`src/rtl/muldiv_issue_ctrl.sv`:
```
// HI/LO multiply/divide issue controller: E-stage launch, latency timing, D-stage hazard stall.
// Optional MULDIV_STALL_CNT_EN adds a saturating stall_cycles counter output.
module muldiv_issue_ctrl #(
  parameter int MUL_LAT = 5,
  parameter int DIV_LAT = 10
) (
  input  logic        clk,
  input  logic        reset,
  input  logic [31:0] instr_d,
  input  logic [31:0] instr_e,
  input  logic        e_valid,
  input  logic        int_req,
  input  logic        rollback,
  output logic        start,
  output logic [1:0]  op_sel,
  output logic [1:0]  mt_we,
  output logic        hilo_we,
  output logic        busy,
  output logic        stall_d,
`ifdef MULDIV_STALL_CNT_EN
  output logic [31:0] stall_cycles,
`endif
  output logic [3:0]  cnt
);

  localparam logic [0:0] S_IDLE = 1'b0;
  localparam logic [0:0] S_RUN  = 1'b1;

  localparam logic [3:0] MUL_LAT4 = MUL_LAT[3:0];
  localparam logic [3:0] DIV_LAT4 = DIV_LAT[3:0];

  localparam logic [5:0] F_MFHI  = 6'b010000;
  localparam logic [5:0] F_MTHI  = 6'b010001;
  localparam logic [5:0] F_MFLO  = 6'b010010;
  localparam logic [5:0] F_MTLO  = 6'b010011;
  localparam logic [5:0] F_MULT  = 6'b011000;
  localparam logic [5:0] F_MULTU = 6'b011001;
  localparam logic [5:0] F_DIV   = 6'b011010;
  localparam logic [5:0] F_DIVU  = 6'b011011;

  function automatic logic is_muldiv(input logic [31:0] instr);
    return (instr[31:26] == 6'd0) &&
           ((instr[5:0] == F_MULT) || (instr[5:0] == F_MULTU) ||
            (instr[5:0] == F_DIV)  || (instr[5:0] == F_DIVU));
  endfunction

  function automatic logic is_md_family(input logic [31:0] instr);
    return is_muldiv(instr) ||
           ((instr[31:26] == 6'd0) &&
            ((instr[5:0] == F_MFHI) || (instr[5:0] == F_MTHI) ||
             (instr[5:0] == F_MFLO) || (instr[5:0] == F_MTLO)));
  endfunction

  function automatic logic [31:0] sat_inc(input logic [31:0] val);
    return (val == 32'hFFFF_FFFF) ? val : val + 32'd1;
  endfunction

  logic [0:0] state_p1;
  logic [3:0] cnt_p1;
  logic [1:0] op_sel_p1;
  logic [3:0] lat_sel;
  logic       done;
  logic       e_is_mt;

  // Stage p0: combinational decode of E/D against the registered operation state
  assign lat_sel = op_sel_p1[1] ? DIV_LAT4 : MUL_LAT4;
  assign done    = (state_p1 == S_RUN) && (cnt_p1 == lat_sel);
  assign busy    = (state_p1 == S_RUN);

  assign start   = (state_p1 == S_IDLE) && e_valid && is_muldiv(instr_e) &&
                   !int_req && !rollback && !reset;
  // rollback kills the commit even when the count has just matched
  assign hilo_we = done && !rollback && !reset;

  assign e_is_mt = e_valid && (instr_e[31:26] == 6'd0) && !busy &&
                   !int_req && !rollback && !reset;
  assign mt_we   = e_is_mt ? {instr_e[5:0] == F_MTHI, instr_e[5:0] == F_MTLO} : 2'b00;

  assign stall_d = is_md_family(instr_d) && (busy || start);

  assign cnt     = cnt_p1;
  assign op_sel  = op_sel_p1;

  // Stage p1: operation state, cycle count and latched opcode
  always_ff @(posedge clk) begin
    if (reset) begin
      state_p1  <= S_IDLE;
      cnt_p1    <= 4'd1;
      op_sel_p1 <= 2'b00;
    end else if (rollback) begin
      state_p1 <= S_IDLE;
      cnt_p1   <= 4'd1;
    end else if (start) begin
      state_p1  <= S_RUN;
      cnt_p1    <= 4'd1;
      op_sel_p1 <= instr_e[1:0];
    end else if (done) begin
      state_p1 <= S_IDLE;
      cnt_p1   <= 4'd1;
    end else if (state_p1 == S_RUN) begin
      cnt_p1 <= cnt_p1 + 4'd1;
    end
  end

`ifdef MULDIV_STALL_CNT_EN
  always_ff @(posedge clk) begin
    if (reset) begin
      stall_cycles <= 32'd0;
    end else if (stall_d) begin
      stall_cycles <= sat_inc(stall_cycles);
    end
  end
`else
  logic [31:0] unused_sat;
  assign unused_sat = sat_inc(32'd0);
`endif

  logic unused_bits;
  assign unused_bits = ^{instr_d[25:6], instr_e[25:6]};

endmodule

```
`config.mk`:
```
export PLATFORM = sky130hd
export DESIGN_NAME = muldiv_issue_ctrl
export DESIGN_NICKNAME = d
export VERILOG_FILES = /design/src/rtl/muldiv_issue_ctrl.sv
export SDC_FILE = /design/constraint.sdc
export NUM_CORES = 1
export LEC_CHECK = 0
export ABC_AREA = 1
export CAP_MARGIN = 30
export CORE_ASPECT_RATIO = 0.8
export CORE_MARGIN = 2
export CORE_UTILIZATION = 25
export DETAILED_ROUTE_END_ITERATION = 10
export PLACE_DENSITY = 0.85
export SLEW_MARGIN = 5
export SYNTH_ARGS = -nofsm -noshare
export SYNTH_HDL_FRONTEND = slang
export SYNTH_SLANG_ARGS = --single-unit
```
`constraint.sdc`:
```
create_clock -name clk -period 3.21 [get_ports clk]
set_input_delay 0.642 -clock clk [delete_from_list [all_inputs] [get_ports clk]]
set_output_delay 0.642 -clock clk [all_outputs]
set_load 0.02 [all_outputs]
```
Word level (Yosys, flattened, before mapping)
Index checks and enable logic that the tools add are counted.
{"block": "totals", "regBits": 7, "latch_bits": 0, "ramBits": 0, "mem_bits_ro": 0, "inputBits": 69, "output_inout_bits": 12, "wordCells": 63, "mem_count": 0}
{"block": "op_classes", "addsub": 1, "n_mul": 0, "div": 0, "order_cmp": 0, "eq_ne": 15, "shift": 0, "muxes": 4, "bitwise": 2, "reduce_logical": 38}
{"operator": "equality test 6 x 5 -> 1 bit, second input constant", "count": 14}
{"operator": "logical AND 1 bit", "count": 17}
{"operator": "zero test 6 bit", "count": 2}
{"operator": "logical OR 1 bit", "count": 11}
{"operator": "adder 4 x 1 -> 4 bit, second input constant", "count": 1}
{"operator": "equality test 4 bit", "count": 1}
{"operator": "zero test 1 bit", "count": 4}
{"operator": "two-way mux 4 bit", "count": 1}
{"operator": "OR reduction 4 bit", "count": 1}
{"operator": "two-way mux 1 bit", "count": 2}
{"operator": "two-way mux 2 bit", "count": 1}
{"operator": "NOT 1 bit", "count": 2}
{"operator": "AND reduction 2 bit", "count": 1}
{"operator": "nonzero test 2 bit", "count": 1}
{"operator": "OR reduction 2 bit", "count": 1}

Depth between registers and ports, before layout
Gate-level depths: netlist of run 1.
{"block": "depth", "word_depth": 11, "mapped_depth": 8, "mapped_depth_nobuf": 7}

Worst setup path after synthesis of run 1
No wires, ideal clock.
{"block": "synth_timing", "path_type": "in2out", "startpoint": "in instr_e[29]", "endpoint": "out stall_d", "t_arrival_ns": 1.459, "t_required_ns": 2.568, "slack_ns": 1.109, "stages": 4, "path_buffers": 0, "cell_sequence": "or2_4 -> nor2_4 -> nand3_4 -> a21oi_1"}
{"block": "synth_via", "elab_chain_cells": 8}
{"element": "start, declared", "line_no": "10", "text": "input logic [31:0] instr_e,"}
{"element": "zero test 6 bit", "line_no": "42", "text": "return (instr[31:26] == 6'd0) &&"}
{"element": "logical AND 1 bit", "line_no": "42"}
{"element": "logical AND 1 bit (2 in a row)", "line_no": "70", "text": "assign start = (state_p1 == S_IDLE) && e_valid && is_muldiv(instr_e) &&"}
{"element": "logical AND 1 bit (2 in a row)", "line_no": "71", "text": "!int_req && !rollback && !reset;"}
{"element": "logical OR 1 bit", "line_no": "79", "text": "assign stall_d = is_md_family(instr_d) && (busy || start);"}
{"element": "logical AND 1 bit", "line_no": "79"}
{"element": "end, declared", "line_no": "19", "text": "output logic stall_d,"}
Every way passes these cells.

Worst setup path in the final report of run 1
{"block": "layout_timing", "startpoint": "in reset", "endpoint": "out stall_d"}
{"block": "layout_via", "elab_chain_cells": 4}
{"element": "start, declared", "line_no": "8", "text": "input logic reset,"}
{"element": "zero test 1 bit", "line_no": "71"}
{"element": "logical AND 1 bit", "line_no": "71"}
{"element": "logical OR 1 bit", "line_no": "79"}
{"element": "logical AND 1 bit", "line_no": "79"}
Every way passes these cells.

==> results of run 1 <==
-- power by group --
| part | leakage [nW] | switching [W] | internal (W) |
|---|---|---|---|
| combinational | 0.321 | 0.0000155 | 0.0000323 |
| clock | 0.0150 | 0.0000314 | 0.0000474 |
| sequential | 0.0564 | 0.00000000365 | 0.0000871 |
| total | 0.392 | 0.0000469 | 0.000167 |
-- layout by cell type (no fill, tap or decap), types with 2 or more instances in the layout --
cell and count:
clkbuf_4 3, clkdlybuf4s50_1 37, dfxtp_1 7, inv_1 17, nand2_1 13, nand3_1 4, nand4_1 5, nor2_1 17
nor2_4 4, xor2_1 2
-- flip-flops by register name, indices dropped and copies added, names as in the netlist --
signal  cells
op_sel      2
cnt         4
busy        1
-- synthesized netlist by cell type, drive strengths merged --
cell type	number
or2	1
nand4	5
inv	18
nand3b	1
mux2i	1
nor2	21
nand3	5
nor3b	1
xnor2	1
a21oi	1
o21ai	1
nand2	15
nor4	1
buf	1
nor3	1
dfxtp	7
xor2	2
ha	1
-- area by class of cell --
cell class	count	area [um2]	share of cell area (%)
Clock buffer	4	26.28	2.692
Sequential cell	7	140.1	14.36
Inverter	18	70.07	7.179
Multi-Input combinational cell	58	337.8	34.62
Timing Repair Buffer	37	370.4	37.95
Tap cell	25	31.28	3.205
-- stage by stage --
| stage | std cells | utilization, % | area (um2) |
|---|---|---|---|
| floorplan | 84 | - | 559.3 |
| global placement | 145 | 44.39 | 949.7 |
| detailed placement | 145 | 44.39 | 949.7 |
| CTS | 149 | 45.61 | 975.9 |
| global route | 149 | 45.61 | 975.9 |
| finish | 149 | 45.61 | 975.9 |
-- routing by layer --
| metal | vias to the layer above | wire, um |
|---|---|---|
| li1 | 343 | - |
| met1 | 247 | 566 |
| met2 | 20 | 665 |
| met3 | 0 | 139 |
| met4 | 0 | 0 |
| met5 | - | 0 |
-- cells by family (layout without fill, tap and decap cells) --
group / Yosys count / count (layout) / synth area share [%]
flops: 7 / 7 / 25.06
compound gates: 2 / 2 / 1.788
mux: 1 / 1 / 1.790
buf+inv: 19 / 59 / 14.54
fa+ha+maj: 1 / 1 / 2.237
simple gates: 51 / 51 / 49.89
xor+xnor: 3 / 3 / 4.699
-- path summary, 6_finish.rpt --
path / cells after the start / slack (ps) / end
setup / recovery: 7 / 200 / stall_d
hold / removal: 4 / 510 / op_sel[0]
setup reg to reg: 7 / 2030 / cnt[3]
hold reg to reg: 4 / 510 / op_sel[0]
-- worst min-delay path: cells and delay by family, from the launching register on --
family | cells | cell delay, ps
flip-flops | 1 | 310
AND/OR/NAND/NOR | 2 | 70
buffers and inverters | 2 | 90
==> results_dict.tcl, run 1 <==
set metrics [dict create \
    slowest_stage "clkdlybuf4s50_1" \
    fin_skew_ps 3.825 \
    start_util_pct 26.14 \
    cts.clk_slew.worst_paths_ps 50 \
    hold-worst-slack_ps 513.4 \
    setup_viol 0 \
    path_class "in2out" \
    worstPathMaxFanout 6 \
    ir_drop_mv 0.1959 \
    fmax_mhz 331.8 \
    worstSkewPairLatency_ps 250 \
    drc 0 \
    r2r-start "cnt[0]" \
    finalPower_w 0.0002136 \
    dr.pass1.iters 3 \
    layout.nets 195 \
    ctsResizeCount 0 \
    critPathRequiredTime_ps 2570 \
    use_met3_pct 6.180 \
    final-hold-violation-count 0 \
    floorplan.io_pins 81 \
    rsz0062_at_grt "no" \
    hp-start "op_sel[0]" \
    yosysSeqAreaShare_pct 25.06 \
    clock_sinks 7 \
    hold_buffers 0 \
    via_per_inst 4.094 \
    synth_area_per_cell_um2 6.658 \
    grt_overflow 0 \
    dp_hpwl_um 1212 \
    grt_max_degree 8 \
    use_met2_pct 20.23 \
    worst-path-buf-inv 2 \
    synth_cell_type_count 23 \
    critPathLaunchType "input port" \
    p_leak_nw 0.3921 \
    cts-buffers-inserted 3 \
    pre_cts_slack_ps 185.4 \
    cts-root-buf "clkbuf_4" \
    grt_util_met1_pct 10.50 \
    area_growth_pct 74.50 \
    nFillCells 238 \
    ys_warn_count 0 \
    num_rows 15 \
    path_cells "clkdlybuf4s50_1 > nor2_4 > nand2_2 > nor2_4 > nand3_4 > a21oi_1 > clkdlybuf4s50_1" \
    outcome "completed" \
    cp-end-kind "output port" \
    cts_max_level 1 \
    relSlewSlack_pct 77.89 \
    die_x_um 56.88 \
    cts_buffer_depth 2 \
    tns_ps 0 \
    max_cap_violations 0 \
    dieArea_um2 2634 \
    syn_inst 84 \
    critPathTopFamily "buffers and inverters" \
    synth_top_cell_area_share_pct 25.06 \
    synthTopCellsByArea "dfxtp_1 25%, inv_1 11%, nor2_1 11%, nand2_1 8.7%, nor2_4 8.1%" \
    netlist_area_um2 559.3 \
    startpoint "reset" \
    track_usage_pct 10.82 \
    antenna_found_initial 0 \
    synth_top_area_cell "dfxtp_1" \
    timing.final.crit_share_pct 93.89 \
    fin_ws_ps 196.0 \
    io_buffer_count 37 \
    cts_tree "yes" \
    coreArea_um2 2140 \
    slew_violations 0 \
    ys_ff_latch 7 \
    grt_pass1_wl_um 2118 \
    worst_slew_pin_slew_ps 331.1 \
    diodes 0 \
    grt_pass1_vias 550 \
    drtAntennaViolNets 0 \
    drt_iter0_drc 4 \
    critPathArrivalTime_ps 2370 \
    p_per_area_nw_per_um2 218.9 \
    drt-total-wl_um 1371 \
    die_y_um 46.31 \
    wire_per_inst_um 9.201 \
    vias 610 \
    finalWeightedCongestion 0.6937 \
    drive_gt1_share_pct 9.677 \
    post_cts_buffers 0 \
    grt.busiest_layer "met2" \
    hold_class "reg2reg" \
    slowest_delay_ps 620 \
    synth_nets 154 \
    fin_crit_ps 3014 \
]
Note: power is estimated with default switching activity, not from simulation.
==> inputs of run 2 (changes only) <==
- ABC_CLOCK_PERIOD_IN_PS: unset -> 3210
==> results of run 2 <==
Same layout as run 1: the final DEF is identical, and so are final timing and power.
==> inputs of run 3 (changes only) <==
- ABC_CLOCK_PERIOD_IN_PS: 3210 -> unset
- CORE_UTILIZATION: 25 -> 30
- DONT_BUFFER_PORTS: unset -> 1
- PLACE_DENSITY: 0.85 -> 0.44
==> run 3 against run 2 <==
Compared with the run above:
- routed wire length decreased by 13%
- register-to-register slack lost 120 ps
- critical path depth is 2 lower
- first-iteration DRC count unchanged
- cell count decreased by 27%
- sequential share of layout area rose by 8.9 points
- hold slack better by 3.7 ps
- non-clock buffer count down 37
- critical path type is now reg2out
- largest power group unchanged
==> results_dict.tcl, run 3 (same netlist as run 1, synthesis figures left out) <==
set metrics [dict create \
    p_leak_nw 0.2553 \
    cts.clk_slew.worst_paths_ps 60 \
    cts_max_level 1 \
    io_buffer_count 0 \
    coreArea_um2 1692 \
    worst_slew_pin_slew_ps 500.3 \
    clock_sinks 7 \
    slowest_stage "dfxtp_1" \
    hold_buffers 0 \
    slew_violations 0 \
    wire_per_inst_um 10.94 \
    tns_ps 0 \
    start_util_pct 33.06 \
    setup_viol 0 \
    dieArea_um2 2228 \
    fin_ws_ps 995.4 \
    antenna_found_initial 0 \
    cts_tree "yes" \
    path_class "reg2out" \
    largest_register_ffs 4 \
    die_y_um 42.62 \
    slowest_delay_ps 460 \
    top_layer_used "met3" \
    drt_iter0_drc 4 \
    dp_hpwl_um 1011 \
    timing.final.crit_share_pct 68.99 \
    max_cap_violations 0 \
    rsz0062_at_grt "no" \
    ctsResizeCount 0 \
    grt_pass1_wl_um 1897 \
    p_per_area_nw_per_um2 305.0 \
    outcome "completed" \
    cp-end-kind "output port" \
    area_growth_pct 7.830 \
    layout_common_cells "17 x inv_1, 17 x nor2_1, 13 x nand2_1, 7 x dfxtp_1, 5 x nand4_1" \
    cts-root-buf "clkbuf_4" \
    post_cts_buffers 0 \
    pre_cts_slack_ps 1039 \
    seqCellArea_um2 140.1 \
    dr.pass1.iters 3 \
    critPathArrivalTime_ps 1570 \
    drt-total-wl_um 1193 \
    layout.nets 158 \
    cts_buffer_depth 2 \
    drc 0 \
    nFillCells 202 \
    via_per_inst 4.587 \
    r2r-start "cnt[0]" \
    wl_met3_um 128 \
    relSlewSlack_pct 66.60 \
    ir_drop_mv 0.1499 \
    hold_class "in2reg" \
    hp-start "rollback" \
    fmax_mhz 451.5 \
    cts-buffers-inserted 3 \
    track_usage_pct 11.89 \
    fin_skew_ps 11.03 \
    fin_crit_ps 2215 \
    finalWeightedCongestion 0.6818 \
    num_rows 13 \
    startpoint "busy" \
    floorplan.io_pins 81 \
    vias 500 \
    path_cells "inv_4 > nand2_4 > nor2_4 > nand3_4 > a21oi_1" \
    diodes 0 \
    die_x_um 52.28 \
    critPathRequiredTime_ps 2570 \
    grt_pass1_vias 444 \
    final-hold-violation-count 0 \
    drive_gt1_share_pct 14.94 \
    wl_met1_um 586 \
    worstSkewPairLatency_ps 260 \
    grt_overflow 0 \
    multi_input_area_um2 337.8 \
    grt_max_degree 8 \
    route.met2.wl_um 478 \
    final_core_util_pct 35.65 \
    critPathLaunchType "flip-flop" \
    worstPathMaxFanout 7 \
    drtAntennaViolNets 0 \
]
==> run 3: changes by cell type in the layout (fill, tap and decap cells not counted) <==
| cell | before | now |
|---|---|---|
| clkinv_2 | 0 | 1 |
| clkdlybuf4s50_1 | 37 | 0 |
| clkbuf_1 | 1 | 0 |
==> run 3: cell type report <==
class / count / area share (%)
clock inverter: 1 / 0.8299
clock buffer: 3 / 3.734
multi-input combinational: 58 / 56.02
tap: 22 / 4.564
inverter: 18 / 11.62
sequential: 7 / 23.24
==> run 3: worst paths after layout <==
| path | to | slack [ps] | depth (start not counted) |
|---|---|---|---|
| min reg2reg | op_sel[0] | 620 | 4 |
| max reg2reg | cnt[2] | 1910 | 7 |
| min | cnt[0] | 520 | 2 |
| max | stall_d | 1000 | 5 |
==> run 3: per-stage QoR <==
| step | area [um2] | power (W) | hold slack (ps) | cells |
|---|---|---|---|---|
| finish | 603.1 | 0.0001840 | 517.0 | 109 |
| detailed placement | 575.6 | 0.0001051 | 604.0 | 105 |
| global placement | 575.6 | 0.0001050 | 600.9 | 105 |
| floorplan | 559.3 | 0.0001031 | 582.5 | 84 |
| CTS | 603.1 | 0.0001886 | 510.5 | 109 |
| global route | 603.1 | 0.0001961 | 516.6 | 109 |
==> run 3: per-layer routing <==
| metal | global-route usage, % | up-vias |
|---|---|---|
| li1 | - | 268 |
| met1 | 15.05 | 207 |
| met2 | 16.71 | 25 |
| met3 | 7.500 | 0 |
| met4 | 3.077 | 0 |
| met5 | 0 | - |
==> run 3: where the power goes <==
part	internal, W	switching (W)
logic	0.00000639	0.00000974
clock network	0.0000457	0.0000353
registers	0.0000869	0.00000000834
==> run 3: worst max-delay path, delay by kind of cell, from the launching register on <==
family / cells / cell delay (ps)
flops: 1 / 460
buf+inv: 1 / 140
simple gates: 3 / 330
compound gates: 1 / 390
